<file path="src/rtl/coin_acceptor.sv">
// Coin acceptor front end: accumulates coin credit, offers one purchase to the
// vending core over a valid/ready handshake, and refunds on cancel or inactivity.
module coin_acceptor #(
    parameter int MAX_CREDIT     = 15,
    parameter int TIMEOUT_CYCLES = 64,
    parameter int TMR_W          = 7
) (
    input  logic       clk,
    input  logic       reset,
    input  logic       coin_valid,
    input  logic [1:0] coin_type,
    input  logic       item_sel_valid,
    input  logic [1:0] item_sel,
    input  logic       cancel,
    input  logic       vend_ready,
    output logic       vend_valid,
    output logic [3:0] deposited_amount,
    output logic [1:0] item_code,
    output logic       coin_reject,
    output logic       refund_valid,
    output logic [3:0] refund_amount,
    output logic [3:0] credit
);

    typedef enum logic [1:0] {IDLE, COLLECT, OFFER, REFUND} state_t;

    state_t             state, state_n;
    logic [TMR_W-1:0]   timer, timer_n;
    logic [3:0]         credit_n, deposited_n, refund_amount_n, coin_value;
    logic [1:0]         item_code_n;
    logic               vend_valid_n, coin_reject_n, refund_valid_n;
    logic [4:0]         sum;
    logic               fits, accepted;

    always_comb begin
        case (coin_type)
            2'b00:   coin_value = 4'd1;
            2'b01:   coin_value = 4'd2;
            2'b10:   coin_value = 4'd5;
            default: coin_value = 4'd10;
        endcase
        sum  = {1'b0, credit} + {1'b0, coin_value};
        fits = (sum <= 5'(MAX_CREDIT));
    end

    always_comb begin
        state_n         = state;
        timer_n         = timer;
        credit_n        = credit;
        item_code_n     = item_code;
        vend_valid_n    = vend_valid;
        deposited_n     = deposited_amount;
        coin_reject_n   = 1'b0;
        refund_valid_n  = 1'b0;
        refund_amount_n = 4'd0;
        accepted        = 1'b0;

        case (state)
            IDLE: begin
                timer_n = '0;
                if (coin_valid) begin
                    if (fits) begin
                        credit_n = sum[3:0];
                        state_n  = COLLECT;
                    end else begin
                        coin_reject_n = 1'b1;
                    end
                end
            end

            COLLECT: begin
                // The coin is folded in first so a same-cycle offer or refund carries it.
                if (coin_valid && fits) begin
                    credit_n = sum[3:0];
                    timer_n  = '0;
                    accepted = 1'b1;
                end else begin
                    coin_reject_n = coin_valid;
                    timer_n       = timer + TMR_W'(1);
                end

                if (cancel) begin
                    state_n         = REFUND;
                    timer_n         = '0;
                    refund_valid_n  = 1'b1;
                    refund_amount_n = credit_n;
                end else if (item_sel_valid) begin
                    state_n      = OFFER;
                    timer_n      = '0;
                    item_code_n  = item_sel;
                    vend_valid_n = 1'b1;
                    deposited_n  = credit_n;
                end else if (!accepted && timer == TMR_W'(TIMEOUT_CYCLES - 1)) begin
                    state_n         = REFUND;
                    timer_n         = '0;
                    refund_valid_n  = 1'b1;
                    refund_amount_n = credit_n;
                end
            end

            OFFER: begin
                coin_reject_n = coin_valid;
                // A completed handshake takes precedence over a simultaneous cancel.
                if (vend_ready) begin
                    state_n      = IDLE;
                    vend_valid_n = 1'b0;
                    deposited_n  = 4'd0;
                    credit_n     = 4'd0;
                end else if (cancel) begin
                    state_n         = REFUND;
                    vend_valid_n    = 1'b0;
                    deposited_n     = 4'd0;
                    refund_valid_n  = 1'b1;
                    refund_amount_n = credit;
                end
            end

            REFUND: begin
                coin_reject_n = coin_valid;
                credit_n      = 4'd0;
                state_n       = IDLE;
            end

            default: begin
                state_n  = IDLE;
                credit_n = 4'd0;
            end
        endcase
    end

    always_ff @(posedge clk or posedge reset) begin
        if (reset) begin
            state            <= IDLE;
            timer            <= '0;
            credit           <= 4'd0;
            item_code        <= 2'd0;
            vend_valid       <= 1'b0;
            deposited_amount <= 4'd0;
            coin_reject      <= 1'b0;
            refund_valid     <= 1'b0;
            refund_amount    <= 4'd0;
        end else begin
            state            <= state_n;
            timer            <= timer_n;
            credit           <= credit_n;
            item_code        <= item_code_n;
            vend_valid       <= vend_valid_n;
            deposited_amount <= deposited_n;
            coin_reject      <= coin_reject_n;
            refund_valid     <= refund_valid_n;
            refund_amount    <= refund_amount_n;
        end
    end

endmodule

</file>
<file path="config.mk">
export PLATFORM = sky130hd
export DESIGN_NAME = coin_acceptor
export DESIGN_NICKNAME = d
export VERILOG_FILES = /design/src/rtl/coin_acceptor.sv
export SDC_FILE = /design/constraint.sdc
export NUM_CORES = 1
export LEC_CHECK = 0
export ABC_AREA = 0
export CAP_MARGIN = 20
export CORE_MARGIN = 2
export CORE_UTILIZATION = 30
export DETAILED_ROUTE_END_ITERATION = 10
export HOLD_SLACK_MARGIN = 0.05
export PLACE_DENSITY = 0.59
export REMOVE_ABC_BUFFERS = 1
export SYNTH_ARGS = -nofsm -noshare
export SYNTH_HDL_FRONTEND = slang
export SYNTH_SLANG_ARGS = --single-unit
export TNS_END_PERCENT = 100
</file>
<file path="constraint.sdc">
create_clock -name clk -period 6.8 [get_ports clk]
set_clock_uncertainty 0.2 [all_clocks]
set_input_delay 1.02 -clock clk [delete_from_list [all_inputs] [get_ports clk]]
set_output_delay 1.02 -clock clk [all_outputs]
set_load 0.1 [all_outputs]
</file>
# Word-level counts from Yosys, hierarchy flattened
# Cells that the tools add are included.
totals:
  reg_bits: 26
  inputBits: 10
  output_inout_bits: 17
classes:
  add_sub_neg: 2
  magnitude_cmp: 1
  eq_ne: 13
  n_mux: 47
  n_bitwise: 1
  n_reduce_logical: 12
ops:
  columns: ["cell", "n"]
  rows:
  - ["2-to-1 mux 4 bit", 13]
  - ["2-to-1 mux 7 bit", 4]
  - ["one-hot mux 4 bit (2 select lines)", 2]
  - ["one-hot mux 4 bit (4 select lines)", 1]
  - ["2-to-1 mux 1 bit", 14]
  - ["2-to-1 mux 2 bit", 7]
  - ["one-hot mux 7 bit (2 select lines)", 1]
  - ["one-hot mux 4 bit (3 select lines)", 1]
  - ["!= test 2 bit (second input constant)", 5]
  - ["one-hot mux 2 bit (4 select lines)", 1]
  - ["AND reduction 4 bit", 2]
  - ["adder 7 x 1 -> 7 bit (second input constant)", 1]
  - ["equality test 7 x 6 -> 1 bit (second input constant)", 1]
  - ["equality test 2 bit (second input constant)", 3]
  - ["AND reduction 3 bit", 2]
  - ["adder 4 x 4 -> 5 bit", 1]
  - ["less-or-equal comparator 5 x 4 -> 1 bit (second input constant)", 1]
  - ["equality test 2 x 1 -> 1 bit (second input constant)", 2]
  - ["logical NOT 2 bit", 2]
  - ["!= test 4 bit (second input constant)", 1]
  - ["one-hot mux 1 bit (2 select lines)", 2]
  - ["nonzero test 2 bit", 2]
  - ["!= test 3 bit (second input constant)", 1]
  - ["one-hot mux 1 bit (3 select lines)", 1]
  - ["4 further kinds", 5]

# Logic depth before layout (Yosys ltp)
depth:
  depth_word: 13
  depth_mapped: 9
  depth_no_buf: 9

# Least setup slack after synthesis
# OpenSTA, ideal clock, no wires.
synth_path:
  path_type: "register -> register"
  startpoint: "register credit[0]"
  endpoint: "register refund_amount[1]"
  setup_ps: 74
  arrival_ps: 2596
  t_required_ps: 6526
  setup_slack_ps: 3930
  path_stages_with_launch: 9
  cell_sequence: "dfrtp_1 ha_1 inv_1 fa_1 and3b_4 nor3_4 o31ai_1 nand2_1 o21ai_2"
synth_via:
  elab_chain_cells: 11
  elab_cells_between_ends: 12
  cone_classes: "add/sub: 1; order compare: 1; mux: 7; reduce/logical: 3"
synth_lines:
  columns: ["element", "line_no", "text"]
  rows:
  - ["start, declared", "22", "output logic [3:0] credit"]
  - ["start signal, assigned", "145", "credit <= credit_n;"]
  - ["adder 4 x 4 -> 5 bit *", "42", "sum = {1'b0, credit} + {1'b0, coin_value};"]
  - ["less-or-equal comparator 5 x 4 -> 1 bit", "43", "fits = (sum <= 5'(MAX_CREDIT));"]
  - ["logical AND 1 bit", "73", "if (coin_valid && fits) begin"]
  - ["2-to-1 mux 1 bit", "73", null]
  - ["2-to-1 mux 1 bit", "58", "case (state)"]
  - ["logical NOT 1 bit", "93", "end else if (!accepted && timer == TMR_W'(TIMEOUT_CYCLES - 1)) begin"]
  - ["logical AND 1 bit", "93", null]
  - ["2-to-1 mux 4 bit", "93", null]
  - ["2-to-1 mux 4 bit", "87", "end else if (item_sel_valid) begin"]
  - ["2-to-1 mux 4 bit *", "82", "if (cancel) begin"]
  - ["one-hot mux 4 bit (2 select lines) *", "58", null]
  - ["named net refund_amount_n[1]", "29", "logic [3:0] credit_n, deposited_n, refund_amount_n, coin_value;"]
  - ["end signal, assigned", "151", "refund_amount <= refund_amount_n;"]
  - ["end, declared", "21", "output logic [3:0] refund_amount,"]
# Mark *: on every way through the listed nets, which the timed path passes. The rest lies on a longest branch. The select of a mux whose other input is x is not followed.
# A chain may end at the register's enable or synchronous reset.

# Final worst setup path
layout_path:
  startpoint: "input port coin_type[0]"
  endpoint: "register timer[4]"
layout_via:
  elab_chain_cells: 13
  elab_cells_between_ends: 16
  cone_classes: "add/sub: 1; order compare: 1; eq/ne: 2; mux: 8; reduce/logical: 4"
layout_lines:
  columns: ["element", "line_no", "text"]
  rows:
  - ["start, declared", "11", "input logic [1:0] coin_type,"]
  - ["equality test 2 bit, or another cell as far along", "36", "case (coin_type)"]
  - ["one-hot mux 4 bit (3 select lines) *", "36", null]
  - ["adder 4 x 4 -> 5 bit *", "42", null]
  - ["less-or-equal comparator 5 x 4 -> 1 bit *", "43", null]
  - ["logical AND 1 bit *", "73", null]
  - ["2-to-1 mux 1 bit", "73", null]
  - ["2-to-1 mux 1 bit", "58", null]
  - ["logical NOT 1 bit", "93", null]
  - ["logical AND 1 bit", "93", null]
  - ["2-to-1 mux 7 bit *", "93", null]
  - ["2-to-1 mux 7 bit *", "87", null]
  - ["2-to-1 mux 7 bit *", "82", null]
  - ["one-hot mux 7 bit (2 select lines) *", "58", null]
  - ["end signal, assigned", "144", "timer <= timer_n;"]
  - ["end, declared", "28", "logic [TMR_W-1:0] timer, timer_n;"]
# Every way passes the cells marked *; elsewhere a longest branch is shown, timed or not. The select of a mux whose other input is x is not followed.

==> flow_summary.html <==
<table>
<tr><th>Metric</th><th>Value</th></tr>
<tr><th colspan="2">Status</th></tr>
<tr><td>Run status</td><td>finished, final reports clean</td></tr>
<tr><th colspan="2">Layout</th></tr>
<tr><td>Area added between synthesis and finish</td><td>27.4%</td></tr>
<tr><td>Count of inserted antenna diode cells</td><td>0</td></tr>
<tr><td>Number of nets at the end of the flow</td><td>210</td></tr>
<tr><td>Share of layout cells above drive strength 1</td><td>0.0899</td></tr>
<tr><th colspan="2">Timing</th></tr>
<tr><td>Final clock period utilization by the worst path</td><td>0.486</td></tr>
<tr><td>RSZ-0062 raised after global routing</td><td>no</td></tr>
<tr><td>Final TNS setup</td><td>0 ns</td></tr>
<tr><td>Final worst-path setup slack</td><td>~3.5 ns</td></tr>
<tr><td>Total count of max-transition violations in the final report</td><td>0</td></tr>
<tr><td>Final Critical Period</td><td>around 3.3 ns</td></tr>
<tr><td>Highest clock rate</td><td>0.303 GHz</td></tr>
<tr><td>Slew margin rel.</td><td>0.351</td></tr>
<tr><td>Total count of hold-check failures in the final report</td><td>0</td></tr>
<tr><td>Final setup viols</td><td>0</td></tr>
<tr><td>Actual transition at the worst max-transition pin</td><td>0.971 ns</td></tr>
<tr><th colspan="2">Worst hold path</th></tr>
<tr><td>Terminating pin of the worst hold path</td><td>vend_valid</td></tr>
<tr><td>Hold path startpoint</td><td>vend_valid</td></tr>
<tr><td>Tightest Hold Check Type</td><td>flip-flop to flip-flop</td></tr>
<tr><td>Hold Crit Depth</td><td>2</td></tr>
<tr><th colspan="2">Yosys</th></tr>
<tr><td>Post-synth EDFFs</td><td>0</td></tr>
<tr><td>Register area share after synthesis</td><td>0.430</td></tr>
<tr><td>Most numerous cell in the Yosys netlist</td><td>sky130_fd_sc_hd__dfrtp_1</td></tr>
<tr><td>Count of synthesis-stage warnings from yosys</td><td>0</td></tr>
<tr><td>Post-synthesis mux area share</td><td>0.0215</td></tr>
<tr><td>Average cell area after synthesis</td><td>9.39 um2</td></tr>
<tr><td>Synth area leaders</td><td>sky130_fd_sc_hd__dfrtp_1 43%, sky130_fd_sc_hd__ha_1 7.5%, sky130_fd_sc_hd__nand2_1 5.2%, sky130_fd_sc_hd__o21ai_0 5.0%, sky130_fd_sc_hd__inv_1 3.0%</td></tr>
<tr><td>Gate Count Post-Synth</td><td>roughly 160</td></tr>
<tr><td>Most used standard cells in the synthesized netlist</td><td>26 x sky130_fd_sc_hd__dfrtp_1, 21 x sky130_fd_sc_hd__nand2_1, 15 x sky130_fd_sc_hd__o21ai_0</td></tr>
<tr><td>Main combinational cell family by area after synthesis</td><td>simple AND/OR/NAND/NOR gates</td></tr>
<tr><td>Asr flop ratio synth</td><td>1.00</td></tr>
<tr><td>Post-synthesis instance area</td><td>0.00151 mm2</td></tr>
<tr><td>Share of the synthesized netlist area taken by xor and xnor gates</td><td>0.0116</td></tr>
<tr><td>Top cell type by total area after synthesis</td><td>sky130_fd_sc_hd__dfrtp_1</td></tr>
<tr><td>Fraction of synthesized cell area taken by the top area cell type</td><td>0.430</td></tr>
<tr><td>Number of synthesized register bits</td><td>26</td></tr>
<tr><td>Synthesized-area fraction occupied by ao, oa, aoi and oai cells</td><td>0.197</td></tr>
<tr><td>Adder-cell share of the synthesized area</td><td>0.0877</td></tr>
<tr><td>Basic-gate share of the synthesized area counting and, or, nand and nor cells</td><td>0.214</td></tr>
<tr><td>Main synth FF type</td><td>sky130_fd_sc_hd__dfrtp_1</td></tr>
<tr><td>Number of different library cells in the post-synthesis netlist</td><td>44</td></tr>
<tr><th colspan="2">Detailed routing</th></tr>
<tr><td>Vias post-DR</td><td>1,251</td></tr>
<tr><td>Number of remaining DRC errors</td><td>0</td></tr>
<tr><td>Post-DR vias/cell</td><td>4.89</td></tr>
<tr><td>First DRT Iteration DRCs</td><td>86</td></tr>
<tr><td>Wire length per cell</td><td>about 13 um</td></tr>
<tr><td>TritonRoute pass-1 iters</td><td>4</td></tr>
<tr><td>Total Routed Length</td><td>3.40 mm</td></tr>
<tr><td>Antenna Violating Nets Remaining</td><td>0</td></tr>
<tr><th colspan="2">Worst setup path</th></tr>
<tr><td>Beginning of the worst register-to-register path</td><td>credit[0]</td></tr>
<tr><td>Critical path fanouts, max</td><td>6</td></tr>
<tr><td>Setup crit start kind</td><td>primary input</td></tr>
<tr><td>CP startpoint</td><td>coin_type[0]</td></tr>
<tr><td>Capturing element type of the critical path</td><td>flip-flop</td></tr>
<tr><td>CP required</td><td>6.74 ns</td></tr>
<tr><td>Setup CP Type</td><td>primary input to flip-flop</td></tr>
<tr><td>Depth of the worst register-to-register path</td><td>8</td></tr>
<tr><td>CP Data Arrival Time</td><td>~3.2 ns</td></tr>
<tr><td>Crit Reg-Reg Endpoint</td><td>timer[4]</td></tr>
<tr><td>Reg-to-reg slack, setup</td><td>4.37 ns</td></tr>
<tr><th colspan="2">Global route</th></tr>
<tr><td>Number of antenna violations at the first check in global routing</td><td>0</td></tr>
<tr><td>Wire length of the first global-routing pass</td><td>5.71 mm</td></tr>
<tr><td>Maximum number of pins on one net before global-route repair</td><td>27</td></tr>
<tr><td>Vias in the first global route</td><td>1,198</td></tr>
<tr><td>GRT Total Usage</td><td>0.133</td></tr>
<tr><td>Overflow left after global routing</td><td>0</td></tr>
<tr><th colspan="2">Clock tree</th></tr>
<tr><td>Clk Tree Root Cell</td><td>sky130_fd_sc_hd__clkbuf_8</td></tr>
<tr><td>Source-to-sink clock delay at the later pin of the worst-skew pair</td><td>0.27 ns</td></tr>
<tr><td>Post-CTS setup repair buffer count</td><td>0</td></tr>
<tr><td>Clock-pin transition on the worst setup and hold timing paths</td><td>about 0.090 ns</td></tr>
<tr><td>Largest buffer count on any clock path</td><td>2</td></tr>
<tr><td>Clock tree from TritonCTS</td><td>yes</td></tr>
<tr><td>Number of buffers created by CTS</td><td>3</td></tr>
<tr><td>Number of hold buffers added after CTS</td><td>0</td></tr>
<tr><td>Post-CTS sizing</td><td>0</td></tr>
<tr><td>Clock sink count</td><td>26</td></tr>
<tr><td>H-tree depth</td><td>1</td></tr>
<tr><th colspan="2">Floorplan</th></tr>
<tr><td>Horizontal extent of the die</td><td>75.0 um</td></tr>
<tr><td>Top-Level Pins</td><td>27</td></tr>
<tr><td>Die Ht</td><td>approximately 75 um</td></tr>
<tr><td>Initial Utilization</td><td>0.316</td></tr>
<tr><td>Placement Rows</td><td>25</td></tr>
<tr><td>Floorplan die area</td><td>0.00562 mm2</td></tr>
<tr><td>Placeable core region</td><td>0.00479 mm2</td></tr>
<tr><th colspan="2">Pwr</th></tr>
<tr><td>VDD IR-drop max</td><td>roughly 210 uV</td></tr>
<tr><td>Leakage Power</td><td>between 0.8 and 0.9 nW</td></tr>
<tr><td>Ratio of total power to cell area</td><td>484 mW/mm2</td></tr>
<tr><th colspan="2">Place</th></tr>
<tr><td>Number of input and output port buffers inserted</td><td>26</td></tr>
<tr><td>Sum of net half-perimeters after detailed placement</td><td>2.57 mm</td></tr>
<tr><td>Routability cong.</td><td>0.836</td></tr>
<tr><td>Post-placement worst setup slack</td><td>3.19 ns</td></tr>
<tr><th colspan="2">Flow run</th></tr>
<tr><td>Max-cap check violation count</td><td>0</td></tr>
</table>
critical path, stage by stage:
cell and delay [ns]:
sky130_fd_sc_hd__clkdlybuf4s50_1 0.54, sky130_fd_sc_hd__inv_1 0.06, sky130_fd_sc_hd__ha_1 0.19, sky130_fd_sc_hd__inv_1 0.07, sky130_fd_sc_hd__fa_1 0.21, sky130_fd_sc_hd__and3b_4 0.24, sky130_fd_sc_hd__o31ai_1 0.57, sky130_fd_sc_hd__nor2_1 0.10
sky130_fd_sc_hd__o21ai_0 0.16, sky130_fd_sc_hd__o31ai_1 0.09
kinds of logic after synthesis:
logic type               after synthesis
adder cells (fa/ha/maj)               10
flip-flops                            26
buffers and inverters                 15
multiplexers                           3
AO/OA/AOI/OAI                         45
XOR/XNOR                               2
AND/OR/NAND/NOR                       60
cells in the final DEF, fill, tap and decap left out, types with 2 or more instances in the layout:
| cell type | instances |
|---|---|
| sky130_fd_sc_hd__a211oi_1 | 2 |
| sky130_fd_sc_hd__a21o_1 | 2 |
| sky130_fd_sc_hd__a21oi_1 | 5 |
| sky130_fd_sc_hd__and2_1 | 2 |
| sky130_fd_sc_hd__and3_1 | 2 |
| sky130_fd_sc_hd__clkbuf_8 | 4 |
| sky130_fd_sc_hd__clkdlybuf4s50_1 | 26 |
| sky130_fd_sc_hd__dfrtp_1 | 26 |
| sky130_fd_sc_hd__ha_1 | 9 |
| sky130_fd_sc_hd__inv_1 | 12 |
| sky130_fd_sc_hd__mux2_2 | 2 |
| sky130_fd_sc_hd__nand2_1 | 21 |
| sky130_fd_sc_hd__nand2b_1 | 2 |
| sky130_fd_sc_hd__nand3_1 | 8 |
| sky130_fd_sc_hd__nor2_1 | 9 |
| sky130_fd_sc_hd__nor2b_1 | 3 |
| sky130_fd_sc_hd__nor3_1 | 2 |
| sky130_fd_sc_hd__nor3b_1 | 2 |
| sky130_fd_sc_hd__o21a_1 | 2 |
| sky130_fd_sc_hd__o21ai_0 | 15 |
| sky130_fd_sc_hd__o21ai_2 | 3 |
| sky130_fd_sc_hd__o22ai_1 | 2 |
| sky130_fd_sc_hd__o31ai_1 | 4 |
| sky130_fd_sc_hd__or3_4 | 2 |
| sky130_fd_sc_hd__xor2_1 | 2 |
flip-flops by register name (all words and copies together), names as in the netlist:
signal	flops
refund_valid	1
refund_amount	4
timer	7
item_code	2
state	2
coin_reject	1
credit	4
vend_valid	1
deposited_amount	4
per-stage QoR:
step | hold WS, ns | utilization | total power (W) | instance area [um2] | std cells
global placement | 0.263 | 0.385 | 0.000831 | 1840 | 251
finish | 0.283 | 0.402 | 0.000933 | 1930 | 256
global route | 0.306 | 0.402 | 0.000987 | 1930 | 256
CTS | 0.289 | 0.397 | 0.000937 | 1900 | 255
floorplan | 0.273 | - | 0.000691 | 1500 | 158
detailed placement | 0.266 | 0.385 | 0.000832 | 1840 | 251
layer usage:
layer,part of all wire,GRT usage,up-vias,wire [um]
met2,0.45,0.212,20,1530
li1,-,-,626,-
met5,0,0,-,0
met4,0.0097,0.0357,0,33
met3,0.028,0.0174,4,96
met1,0.51,0.191,601,1730
final cells by class:
type                       instances  area [um2]
tap                               67        83.8
clock buffer                       4        55.1
inverter                          12        45.0
timing repair buffer              27         288
sequential                        26         651
multi-input combinational        120         803
fill                             474        2860
power by group:
part / total, W / switching (W) / internal [W]
Combinational: 0.000595 / 0.000436 / 0.000159
Clock: 0.000103 / 0.0000511 / 0.0000518
Sequential: 0.000234 / 0.0000354 / 0.000199
how the worst max path moves through the flow:
stage / to / cells after the start
CTS: timer[4] / 10
global route: timer[2] / 10
global placement: timer[4] / 10
detailed placement: timer[4] / 10
floorplan: refund_amount[1] / 8
finish: timer[4] / 10
Note: power is estimated with default switching activity, not from simulation.
